**src/rtl/demux_pkg.sv**
```systemverilog
// Shared constants and helpers for the demux_stream stream demultiplexer.
package demux_pkg;

    localparam int unsigned MAX_OUT = 16;
    localparam int unsigned CNT_W_DEFAULT = 16;
    localparam logic [CNT_W_DEFAULT-1:0] CNT_SAT = '1;

    function automatic logic sel_in_range(input logic [31:0] sel, input int unsigned n);
        return (sel < n);
    endfunction

endpackage

```
**src/rtl/demux_chan_reg.sv**
```systemverilog
// One-entry valid/data holding slice for a single demux output channel.
module demux_chan_reg #(
    parameter int unsigned WIDTH = 32
) (
    input  logic             clk,
    input  logic             rst,
    input  logic             load,
    input  logic [WIDTH-1:0] load_data,
    input  logic             ready,
    output logic             valid,
    output logic [WIDTH-1:0] data
);

    // A load wins over a drain, so back-to-back beats never leave a gap cycle.
    always_ff @(posedge clk) begin
        if (rst) begin
            valid <= 1'b0;
            data  <= '0;
        end else if (load) begin
            valid <= 1'b1;
            data  <= load_data;
        end else if (ready) begin
            valid <= 1'b0;
        end
    end

endmodule

```
**src/rtl/demux_stream.sv**
```systemverilog
// Registered 1-to-NUM_OUT valid/ready stream demultiplexer with dropped-beat accounting.
// Optional broadcast to all channels is enabled by defining DEMUX_BCAST_EN.
module demux_stream
    import demux_pkg::*;
#(
    parameter int unsigned WIDTH   = 32,
    parameter int unsigned NUM_OUT = 4,
    parameter int unsigned SEL_W   = 2,
    parameter int unsigned CNT_W   = 16
) (
    input  logic                     clk,
    input  logic                     rst,
    input  logic                     in_valid,
    output logic                     in_ready,
    input  logic [WIDTH-1:0]         in_data,
    input  logic [SEL_W-1:0]         in_sel,
`ifdef DEMUX_BCAST_EN
    input  logic                     in_bcast,
`endif
    output logic [NUM_OUT-1:0]       out_valid,
    input  logic [NUM_OUT-1:0]       out_ready,
    output logic [NUM_OUT*WIDTH-1:0] out_data,
    output logic                     sel_err,
    output logic [CNT_W-1:0]         drop_cnt
);

    logic [NUM_OUT-1:0] ch_free;
    logic [NUM_OUT-1:0] load;
    logic               sel_ok;
    logic               sel_ready;
    logic               bcast;
    logic               fire;
    logic               drop;

`ifdef DEMUX_BCAST_EN
    assign bcast = in_bcast;
`else
    assign bcast = 1'b0;
`endif

    assign ch_free = ~out_valid | out_ready;
    assign sel_ok  = sel_in_range(32'(in_sel), NUM_OUT);

    // Decode by comparison rather than indexing so out-of-range selects never address past ch_free.
    always_comb begin
        sel_ready = 1'b1;
        for (int unsigned k = 0; k < NUM_OUT; k++) begin
            if (in_sel == SEL_W'(k))
                sel_ready = ch_free[k];
        end
    end

    assign in_ready = bcast ? (&ch_free) : sel_ready;
    assign fire     = in_valid & in_ready;
    assign drop     = fire & ~bcast & ~sel_ok;

    always_comb begin
        load = '0;
        for (int unsigned k = 0; k < NUM_OUT; k++) begin
            load[k] = fire & (bcast | (in_sel == SEL_W'(k)));
        end
    end

    for (genvar k = 0; k < NUM_OUT; k++) begin : g_ch
        demux_chan_reg #(
            .WIDTH(WIDTH)
        ) u_ch (
            .clk      (clk),
            .rst      (rst),
            .load     (load[k]),
            .load_data(in_data),
            .ready    (out_ready[k]),
            .valid    (out_valid[k]),
            .data     (out_data[k*WIDTH +: WIDTH])
        );
    end

    always_ff @(posedge clk) begin
        if (rst) begin
            sel_err  <= 1'b0;
            drop_cnt <= '0;
        end else begin
            sel_err <= drop;
            if (drop && (drop_cnt != '1))
                drop_cnt <= drop_cnt + 1'b1;
        end
    end

endmodule
```
**config.mk**
```make
export PLATFORM = sky130hd
export DESIGN_NAME = demux_stream
export DESIGN_NICKNAME = d
export VERILOG_FILES = /design/src/rtl/demux_pkg.sv /design/src/rtl/demux_chan_reg.sv /design/src/rtl/demux_stream.sv
export SDC_FILE = /design/constraint.sdc
export NUM_CORES = 1
export LEC_CHECK = 0
export BUFFER_PORTS_ARGS = -buffer_cell sky130_fd_sc_hd__buf_2
export CAP_MARGIN = 30
export CORE_ASPECT_RATIO = 1.1
export CORE_MARGIN = 1.5
export CORE_UTILIZATION = 50
export CTS_CLUSTER_DIAMETER = 150
export DETAILED_ROUTE_END_ITERATION = 8
export GPL_TIMING_DRIVEN = 0
export PLACE_DENSITY_LB_ADDON = 0.2
export SYNTH_ARGS = -nofsm -noshare
export SYNTH_HDL_FRONTEND = slang
export SYNTH_SLANG_ARGS = --single-unit
```
**constraint.sdc**
```tcl
create_clock -name clk -period 1.5 [get_ports clk]
set_input_delay 0.225 -clock clk [delete_from_list [all_inputs] [get_ports clk]]
set_output_delay 0.225 -clock clk [all_outputs]
set_load 0.005 [all_outputs]
```
After elaboration in Yosys (flattened, before gate mapping)

Cells that the tools add are included.

Register bits: 132
Logic and storage cells: 35
Bits of input ports: 41
Output and inout bits: 150

Reduce and logical (&&, ||, !) cells: 5
Eq/ne operators: 3
Bitwise logic cells: 7
Multiplexer cells: 12

Operators with widths:

| kind                                                            | number |
|---|---|
| 1-bit 2-to-1 mux                                                | 12 |
| 2-bit nonzero test                                              | 4 |
| 1-bit AND                                                       | 5 |
| 2-bit == test, second input constant                            | 2 |
| 4-bit inverter                                                  | 1 |
| 4-bit bitwise OR                                                | 1 |
| 2-bit by 1-bit == test with 1-bit output, second input constant | 1 |
| 2-bit zero test                                                 | 1 |

Longest topological paths before layout

Gate-level depths: netlist of the first run.

Depth in word-level cells: 9
Mapped depth: 5
Mapped depth without buffers: 3

Hierarchy

A second synthesis of the first run with hierarchy kept.

Cells, all modules: 459
Area, all modules: 5052.3 um^2

By module, submodules not included:

| module         | cells each | sequential area each (um^2) | area an instance (um^2) | times used |
|---|---|---|---|---|
| demux_chan_reg | 108        | 660.6                       | 1204.9                  | 4 |
| demux_stream   | 27         | 0.0                         | 232.7                   | 1 |

Least setup slack after synthesis of the first run

Ideal clock, no wire load.

Path type: register to register
Start: reg g_ch[3].u_ch.valid
End: reg g_ch[3].u_ch.data[21]
Cell stages (with the launch flop): 6
Path buffers: 2
Clock period less this slack: 1.289 ns
Setup slack: 0.211 ns
Library setup time: 0.072 ns
Data required time: 1.428 ns
Arrival time: 1.218 ns
Path through: dfxtp_1 > nand2b_1 > and4_1 > buf_2 > buf_4 > mux2i_1

Cells in the longest elaborated chain, start to end: 5

RTL lines:

| what                   | RTL line             | source |
|---|---|---|
| start, declared        | demux_chan_reg.sv:10 | `output logic valid,` |
| start signal, assigned | demux_chan_reg.sv:17 | `valid <= 1'b0;` |
| start signal, assigned | demux_chan_reg.sv:20 | `valid <= 1'b1;` |
| start signal, assigned | demux_chan_reg.sv:23 | `valid <= 1'b0;` |
| 4-bit inverter         | demux_stream.sv:41   | `assign ch_free = ~out_valid \| out_ready;` |
| 4-bit bitwise OR       | demux_stream.sv:41   |  |
| 1-bit 2-to-1 mux       | demux_stream.sv:48   | `if (in_sel == SEL_W'(k))` |
| 1-bit AND              | demux_stream.sv:54   | `assign fire = in_valid & in_ready;` |
| 1-bit AND              | demux_stream.sv:60   | `load[k] = fire & (bcast \| (in_sel == SEL_W'(k)));` |
| end signal, assigned   | demux_chan_reg.sv:21 | `data <= load_data;` |
| end, declared          | demux_chan_reg.sv:11 | `output logic [WIDTH-1:0] data` |

Every way passes these cells.
A chain may end at the register's enable or synchronous reset.

Final worst setup path of the first run

Start: reg g_ch[3].u_ch.valid
End: out in_ready

Cells in the longest elaborated chain, start to end: 3

RTL lines:

| what             | RTL line           | source |
|---|---|---|
| 4-bit inverter   | demux_stream.sv:41 |  |
| 4-bit bitwise OR | demux_stream.sv:41 |  |
| 1-bit 2-to-1 mux | demux_stream.sv:48 |  |
| end, declared    | demux_stream.sv:14 | `output logic in_ready,` |

Every way passes these cells.

==> metrics, run 1 <==
Place WS -0.0703 ns; status complete, but fails checks; reg2reg path depth 6; Num CTS Buffers 17; Max Fanout on Critical Path 2; Fill cells 895; Final Skew 0.00441 ns; WP data required 1.27 ns; GRT overflow 0; drt pass-1 iters 4; Antenna Violating Nets Remaining 0; Worst Hold Class input port to flop; clock root buffer clkbuf_16; antenna cells 0; critical path arrival 1.43 ns; leakage 3.74 nW; WL/cell 15.8 µm; post-synth top area share 49.0%; Rel. slew slack 61.4%; initial antenna violation count 0; Synth Warn # 0; Setup-failing EPs final 1; RD Place Congestion 0.761; CTS max path bufs 2; Die Y-Extent 112 µm; MaxCap Viol Count 0; Yosys cell types 15; Avg Vias per Cell 4.77; Clock Sinks 132; most frequent cells in the layout 172 x buf_2, 165 x nand2b_1, 129 x dfxtp_1; Starting DRT DRC Count 96; CTS tree yes; Yosys reg bits 132; origin of the worst setup path g_ch[3].u_ch.valid; total power divided by cell area 1170 nW/µm²; DR vias 4092; Die X-Extent 102 µm; DR DRC count 0; final WL 13600 µm; DP Wirelength 9820 µm; # rows 39; r2r setup slk 0.11 ns; Crit. End Element output port; first-pass GRT wire length 21400 µm; hold path endpoint g_ch[0].u_ch.data[3]; core area 10400 µm²; pin count of the biggest net entering global routing 20; Yosys top cell by area dfxtp_1; H-tree depth 4; Final Hold Vio Count 0; Total GRT Usage 24.7%; worst slew pin tran 0.579 ns; Area growth syn-to-layout 31.9%; share of layout cells above drive strength 1 34.4%; VDD IR max 0.635 mV; Mapped Area 5390 µm²; Initial Util 51.6%; register area share after synthesis 49.0%; Final WS setup -0.159 ns; Crit Path Class flop to output port; commonest non-fill, non-tap cell in the layout buf_2; Core Util, Final 68.1%; startpoint class of the critical path flop; nets 744; synth top area cells dfxtp_1 49%, mux2i_1 24%, nand2b_1 19%; Port Buffer Count 172; clock latency on the worst-skew pair 0.42 ns; fin crit period 1.66 ns; fmax 603 MHz; syn avg cell area 10.9 µm²; Hold Crit Start in_data[3]; Hold Path Depth 3; RSZ-0062 raised after global routing true; die area 11400 µm²; Worst R2R End g_ch[1].u_ch.data[25]; synthesized instance count 493; final worst path period share 111%; violated checks setup timing; count of pins over their slew limit 0; vias in the first global route 4210; reg2reg start g_ch[1].u_ch.valid; Reg clk slew, reported paths 0.06 ns; Ports 191
[layer usage]
metal	global-route usage, %	share of wire [%]	up-vias
met2	41.3	47	143
met4	8.22	1.7	0
met1	29.0	43	1924
met5	0	0	-
met3	9.17	7.5	19
li1	-	-	2006
[flip-flops by register name, indices dropped and copies added (netlist names)]
register,cells
g_ch.u_ch.data,128
g_ch.u_ch.valid,4
[worst max-delay path by stage]
stage                     depth (start not counted)               endpoint
after floorplan                                   5  g_ch[3].u_ch.data[21]
after global placement                            6  g_ch[3].u_ch.data[29]
after detailed placement                          6  g_ch[3].u_ch.data[24]
after CTS                                         3               in_ready
after global routing                              3               in_ready
final                                             3               in_ready
[what timing repair did]
item | 4_1_cts | 5_1_grt
endpoints found under the setup margin | 12 | 13
gates resized for setup | 5 | 7
hold buffers | 0 | 0
pin swaps | 0 | 1
setup buffers | 3 | 2
[worst max-delay path, stage by stage, from the launching register on]
cell and delay [ns]:
dfxtp_2 0.35, nand2b_4 0.06, mux4_2 0.47, buf_6 0.14
[synth_stat cells]
library cell,instances
and4_1,1
buf_4,24
mux2i_1,128
nor2b_1,1
clkbuf_1,18
conb_1,1
buf_2,8
mux4_2,1
or3b_1,1
nand4_1,1
nand3b_1,2
nand2b_1,167
buf_6,4
a21oi_1,4
dfxtp_1,132
[power breakdown]
group / switching [mW] / total (mW) / internal (mW)
Sequential: 0.0666 / 3.70 / 3.63
Combinational: 0.350 / 0.718 / 0.368
Clock: 1.50 / 3.88 / 2.39
[metrics by stage]
stage | setup TNS, ns | instance area [µm²] | power, mW | hold WS [ns] | std cells
global route | -0.203 | 7110 | 8.59 | 0.162 | 858
CTS | -0.183 | 7070 | 8.33 | 0.127 | 856
floorplan | 0 | 5450 | 4.19 | 0.404 | 509
detailed placement | -0.635 | 6490 | 4.48 | 0.459 | 824
global placement | -0.0494 | 6490 | 4.46 | 0.457 | 824
finish | -0.159 | 7110 | 8.30 | 0.141 | 858
[layout make-up]
class	count	area [µm²]	share of cell area (%)
well taps	143	179	2.52
clock buffers	22	474	6.67
flip-flops and latches	132	2650	37.2
repair buffers	177	905	12.7
multi-input cells	323	2490	35.0
plain buffers	52	335	4.71
clock inverters	9	80.1	1.13
[cells by family after synthesis]
family,after synthesis,share of synthesized area [%]
AO/OA/AOI/OAI,4,0.371
other,1,0.0695
AND/OR/NAND/NOR,173,20.2
multiplexers,129,24.2
flip-flops,132,49.0
buffers and inverters,54,6.17
No activity file was read; power rests on OpenSTA's default activity.
==> run 2: changes to the inputs <==
--- a/config.mk
+++ b/config.mk
@@ -14,6 +14,7 @@
 export DETAILED_ROUTE_END_ITERATION = 8
 export GPL_TIMING_DRIVEN = 0
 export PLACE_DENSITY_LB_ADDON = 0.2
+export SKIP_LAST_GASP = 1
 export SYNTH_ARGS = -nofsm -noshare
 export SYNTH_HDL_FRONTEND = slang
 export SYNTH_SLANG_ARGS = --single-unit
==> metrics, run 2 (synthesis gave the netlist of run 1 again) <==
VDD IR max 0.634 mV (about the same); count of pins over their slew limit 0 (unchanged); CTS max path bufs 2 (unchanged); Die Y-Extent 112 µm (unchanged); WHS 0.140 ns (-0.000403 ns); registers with the most flip-flops g_ch.u_ch.data (128), g_ch.u_ch.valid (4); MaxCap Viol Count 0 (unchanged); Clock Sinks 132 (unchanged); die area 11400 µm² (unchanged); WL/cell 15.8 µm (about the same); initial antenna violation count 0 (unchanged); Setup-failing EPs final 1 (unchanged); Die X-Extent 102 µm (unchanged); Final Skew 0.00305 ns (-0.00135 ns); startpoint class of the critical path flop; Initial Util 51.6% (unchanged); worst slew pin tran 0.580 ns (+0.000871 ns); most frequent cells in the layout 175 x buf_2, 165 x nand2b_1, 129 x dfxtp_1; Total GRT Usage 24.7% (about the same); leakage 3.73 nW (-0.14%); commonest non-fill, non-tap cell in the layout buf_2; Flop pwr share 44.6% (about the same); nets 744 (unchanged); pin count of the biggest net entering global routing 20 (unchanged); fin crit period 1.66 ns (+0.00173 ns); r2r setup slk 0.07 ns (-0.04 ns); drt pass-1 iters 7 (+3); RSZ-0062 raised after global routing true; non-filler cells, final 858 (unchanged); Crit. End Element output port; Worst Hold Class input port to flop; Starting DRT DRC Count 98 (+2.1%); DR vias 4082 (-0.24%); origin of the worst setup path g_ch[3].u_ch.valid; Switching Fraction 23.1% (about the same); vias in the first global route 4209 (-0.024%); Worst R2R End g_ch[2].u_ch.data[10]; reg2reg start g_ch[2].u_ch.valid; Final WS setup -0.160 ns (-0.00173 ns); Port Buffer Count 172 (unchanged); Reg clk slew, reported paths 0.06 ns (about the same); antenna cells 0 (unchanged); H-tree depth 4 (unchanged); reg2reg path depth 6 (unchanged); core area 10400 µm² (unchanged); critical path endpoint in_ready; share of layout cells above drive strength 1 34.4% (unchanged); final WL 13600 µm (about the same); Rel. slew slack 61.4% (about the same); # rows 39 (unchanged); CTS tree yes; first-pass GRT wire length 21400 µm (about the same); fmax 602 MHz (-0.10%); violated checks setup timing; GRT overflow 0 (unchanged); total power divided by cell area 1170 nW/µm² (+0.10%); placed cells 824 (unchanged); Biggest register g_ch.u_ch.data; Max Fanout on Critical Path 2 (unchanged); WP data required 1.27 ns (about the same); Avg Vias per Cell 4.76 (-0.24%); DP Wirelength 9820 µm (unchanged); clock latency on the worst-skew pair 0.42 ns (about the same); clock root buffer clkbuf_16; Gate power share 8.6% (about the same); RD Place Congestion 0.761 (unchanged); max reg flops 128 (unchanged); Internal 6.39 mW (about the same); Num CTS Buffers 17 (unchanged); Crit Path Class flop to output port; Switch Pwr 1.92 mW (about the same); final worst path period share 111% (+0.12 points); Area growth syn-to-layout 31.7%; critical path arrival 1.44 ns (about the same); Final Hold Vio Count 0 (unchanged); Clock Power Share 46.8% (about the same); DR DRC count 0 (unchanged); status complete, but fails checks; Ports 191 (unchanged); Antenna Violating Nets Remaining 0 (unchanged)
==> run 2: layout make-up <==
cell class | instances | area, µm²
Clock inverter | 9 | 80.1
Buffer | 52 | 328
Sequential cell | 132 | 2650
Multi-Input combinational cell | 323 | 2490
Clock buffer | 22 | 474
Fill cell | 894 | 3340
Timing Repair Buffer | 177 | 905
Tap cell | 143 | 179
==> run 2: worst min path at each step <==
stage                                    start                    to  depth (start not counted)
after global routing                in_data[9]  g_ch[0].u_ch.data[9]                          3
after global placement    g_ch[1].u_ch.data[1]  g_ch[1].u_ch.data[1]                          2
after CTS                         out_ready[2]    g_ch[2].u_ch.valid                          3
final                               in_data[3]  g_ch[0].u_ch.data[3]                          3
after floorplan                      in_sel[1]    g_ch[2].u_ch.valid                          2
after detailed placement  g_ch[1].u_ch.data[0]  g_ch[1].u_ch.data[0]                          2
==> run 2: power by group through the flow <==
stage          Clock [mW]  Combinational (mW)  Sequential, mW
3_5_place_dp            0               0.709            3.77
6_report             3.88               0.717            3.70
4_1_cts              3.92               0.715            3.70
2_1_floorplan           0               0.409            3.78
3_3_place_gp            0               0.695            3.77
5_1_grt              4.09               0.782            3.71
==> run 2: what timing repair did <==
item,in CTS,in global routing
gates cloned,0,0
buffers inserted,3,2
hold buffers,0,0
gates resized for setup,4,5
pin swaps,0,1
setup endpoints to repair,12,13
==> run 2: per-stage QoR <==
stage | worst slack [ns] | power [mW] | TNS (ns) | cell area [µm²] | utilization (%)
2_1_floorplan | 0.211 | 4.19 | 0 | 5450 | -
3_3_place_gp | -0.00995 | 4.46 | -0.0494 | 6490 | 62.2
3_5_place_dp | -0.0703 | 4.48 | -0.635 | 6490 | 62.2
4_1_cts | -0.183 | 8.33 | -0.318 | 7070 | 67.7
5_1_grt | -0.203 | 8.59 | -0.390 | 7100 | 68.0
6_report | -0.160 | 8.30 | -0.160 | 7100 | 68.0
==> run 2: critical path, stage by stage (launching register included) <==
cell and delay (ns):
dfxtp_2 0.35, nand2b_4 0.06, mux4_2 0.47, buf_6 0.14
==> run 2: routing by layer <==
layer  global-route usage (%)  vias up  part of all wire [%]
li1                         -     2006                     -
met1                     28.9     1919                    43
met2                     41.3      136                    47
met3                     9.17       21                   7.4
met4                     8.22        0                   1.8
met5                        0        -                     0
==> run 3: changes to the inputs <==
--- a/config.mk
+++ b/config.mk
@@ -14,6 +14,7 @@
 export DETAILED_ROUTE_END_ITERATION = 8
 export GPL_TIMING_DRIVEN = 0
 export PLACE_DENSITY_LB_ADDON = 0.2
+export REMOVE_ABC_BUFFERS = 1
 export SKIP_LAST_GASP = 1
 export SYNTH_ARGS = -nofsm -noshare
 export SYNTH_HDL_FRONTEND = slang
==> metrics, run 3 (synthesis gave the netlist of run 1 again) <==
max reg flops 128 (unchanged); commonest non-fill, non-tap cell in the layout buf_2; Max Fanout on Critical Path 2 (unchanged); final WL 11900 µm (-13%); Finished Cell Area 6970 µm² (-1.9%); Clock Power Share 48.0% (+1.2 points); Biggest register g_ch.u_ch.data; Num CTS Buffers 17 (unchanged); Clock Sinks 132 (unchanged); Reg clk slew, reported paths 0.06 ns (about the same); pin count of the biggest net entering global routing 86 (+330%); Antenna Violating Nets Remaining 0 (unchanged); Rel. slew slack 63.0% (+1.6 points); antenna cells 0 (unchanged); fmax 608 MHz (+1.0%); Final Skew 0.00667 ns (+0.00362 ns); DP Wirelength 8020 µm (-18%); CTS max path bufs 2 (unchanged); registers with the most flip-flops g_ch.u_ch.data (128), g_ch.u_ch.valid (4); Die X-Extent 102 µm (unchanged); vias in the first global route 3752 (-11%); Switch Pwr 1.88 mW (-1.7%); Final WS setup -0.144 ns (+0.0167 ns); RD Place Congestion 0.722 (-5.2%); Total GRT Usage 21.0% (-3.7 points); nets 700 (-5.9%); MaxCap Viol Count 0 (unchanged); Gate power share 7.9% (-0.7 points); Critical Path Max Stage Delay 0.47 ns (about the same); fin crit period 1.64 ns (-0.0167 ns); WP data required 1.27 ns (about the same); Worst Hold Class input port to flop; # rows 39 (unchanged); crit-path leading delay family multiplexers; critical path arrival 1.42 ns (-0.02 ns); CP Buf/Inv Count 1 (unchanged); Avg Vias per Cell 4.77 (+0.22%); Switching Fraction 22.5% (-0.60 points); DR vias 3886 (-4.8%); Final Hold Vio Count 0 (unchanged); Starting DRT DRC Count 101 (+3.1%); Crit Path Class flop to output port; post-route setup TNS -0.144 ns (+0.0167 ns); r2r setup slk 0.11 ns (+0.04 ns); initial antenna violation count 1 (+1); first-pass GRT wire length 18500 µm (-13%); final worst path period share 110% (-1.1 points); Flop pwr share 44.1% (-0.5 points); VDD IR max 0.686 mV (+8.2%); total power divided by cell area 1200 nW/µm² (+2.9%); Total Power 8.37 mW (+0.89%); H-tree depth 4 (unchanged); leakage 3.63 nW (-2.7%); clock latency on the worst-skew pair 0.41 ns (about the same); Ports 191 (unchanged); Crit. End Element output port; count of pins over their slew limit 0 (unchanged); clock root buffer clkbuf_16; CTS tree yes; share of layout cells above drive strength 1 33.9% (-0.48 points); WL/cell 14.5 µm (-8.2%); CP max-delay cell mux4_2; GRT overflow 0 (unchanged); Port Buffer Count 173 (+0.58%); Initial Util 51.6% (unchanged); Die Y-Extent 112 µm (unchanged); die area 11400 µm² (unchanged); status complete, but fails checks; CP Cell Sequence nand2b_4, mux4_2, buf_6; violated checks setup timing; DP Area 6310 µm² (-2.9%); startpoint class of the critical path flop; Setup-failing EPs final 1 (unchanged); RSZ-0062 raised after global routing true; Internal 6.49 mW (+1.7%); Area growth syn-to-layout 29.2%; WHS 0.117 ns (-0.0229 ns); DR DRC count 0 (unchanged); Place WS -0.262 ns (-0.192 ns); core area 10400 µm² (unchanged); most frequent cells in the layout 171 x buf_2, 162 x nand2b_1, 129 x dfxtp_1; worst slew pin tran 0.555 ns (-0.0246 ns); drt pass-1 iters 4 (-3)
run 3: final timing paths:
check / end / start / cells past startpoint
min reg2reg: g_ch[2].u_ch.data[17] / g_ch[2].u_ch.data[17] / 2
max: in_ready / g_ch[3].u_ch.valid / 3
min: g_ch[0].u_ch.valid / out_ready[0] / 3
max reg2reg: g_ch[3].u_ch.data[24] / g_ch[3].u_ch.valid / 5
run 3: worst min-delay path: cells and delay by family:
kind	cells	cell delay (ns)
AND/OR/NAND/NOR	1	0.12
buffers and inverters	1	0.08
AO/OA/AOI/OAI	1	0.05
run 3: through the flow:
step | std cells | utilization [%]
floorplan | 455 | -
global placement | 771 | 59.0
detailed placement | 778 | 60.4
CTS | 814 | 66.5
global route | 815 | 66.7
finish | 815 | 66.7
run 3: repair_timing:
action | in CTS | in global routing
gates resized for setup | 8 | 2
gates cloned | 0 | 0
pin swaps | 0 | 0
hold buffers | 0 | 0
endpoints found under the hold margin | 0 | 0
endpoints found under the setup margin | 33 | 24
setup buffers | 4 | 1
run 3: layer usage:
| metal | share of wire, % | GRT usage, % | up-vias |
|---|---|---|---|
| met5 | 0.10 | 0 | - |
| met4 | 1.3 | 8.22 | 2 |
| met3 | 8.3 | 8.79 | 17 |
| met2 | 45 | 33.1 | 138 |
| met1 | 45 | 25.3 | 1805 |
| li1 | - | - | 1924 |
run 3: layout make-up:
class	count	area [µm²]
clock buffers	19	453
well taps	143	179
clock inverters	13	134
multi-input cells	323	2510
repair buffers	185	1040
fillers	837	3480
flip-flops and latches	132	2650
run 3: power groups by stage:
stage	combinational, mW	clock (mW)	sequential, mW
6_report	0.660	4.02	3.70
5_1_grt	0.723	4.26	3.71
4_1_cts	0.664	4.09	3.70
3_5_place_dp	0.652	0	3.77
3_3_place_gp	0.626	0	3.76
2_1_floorplan	0.326	0	3.78
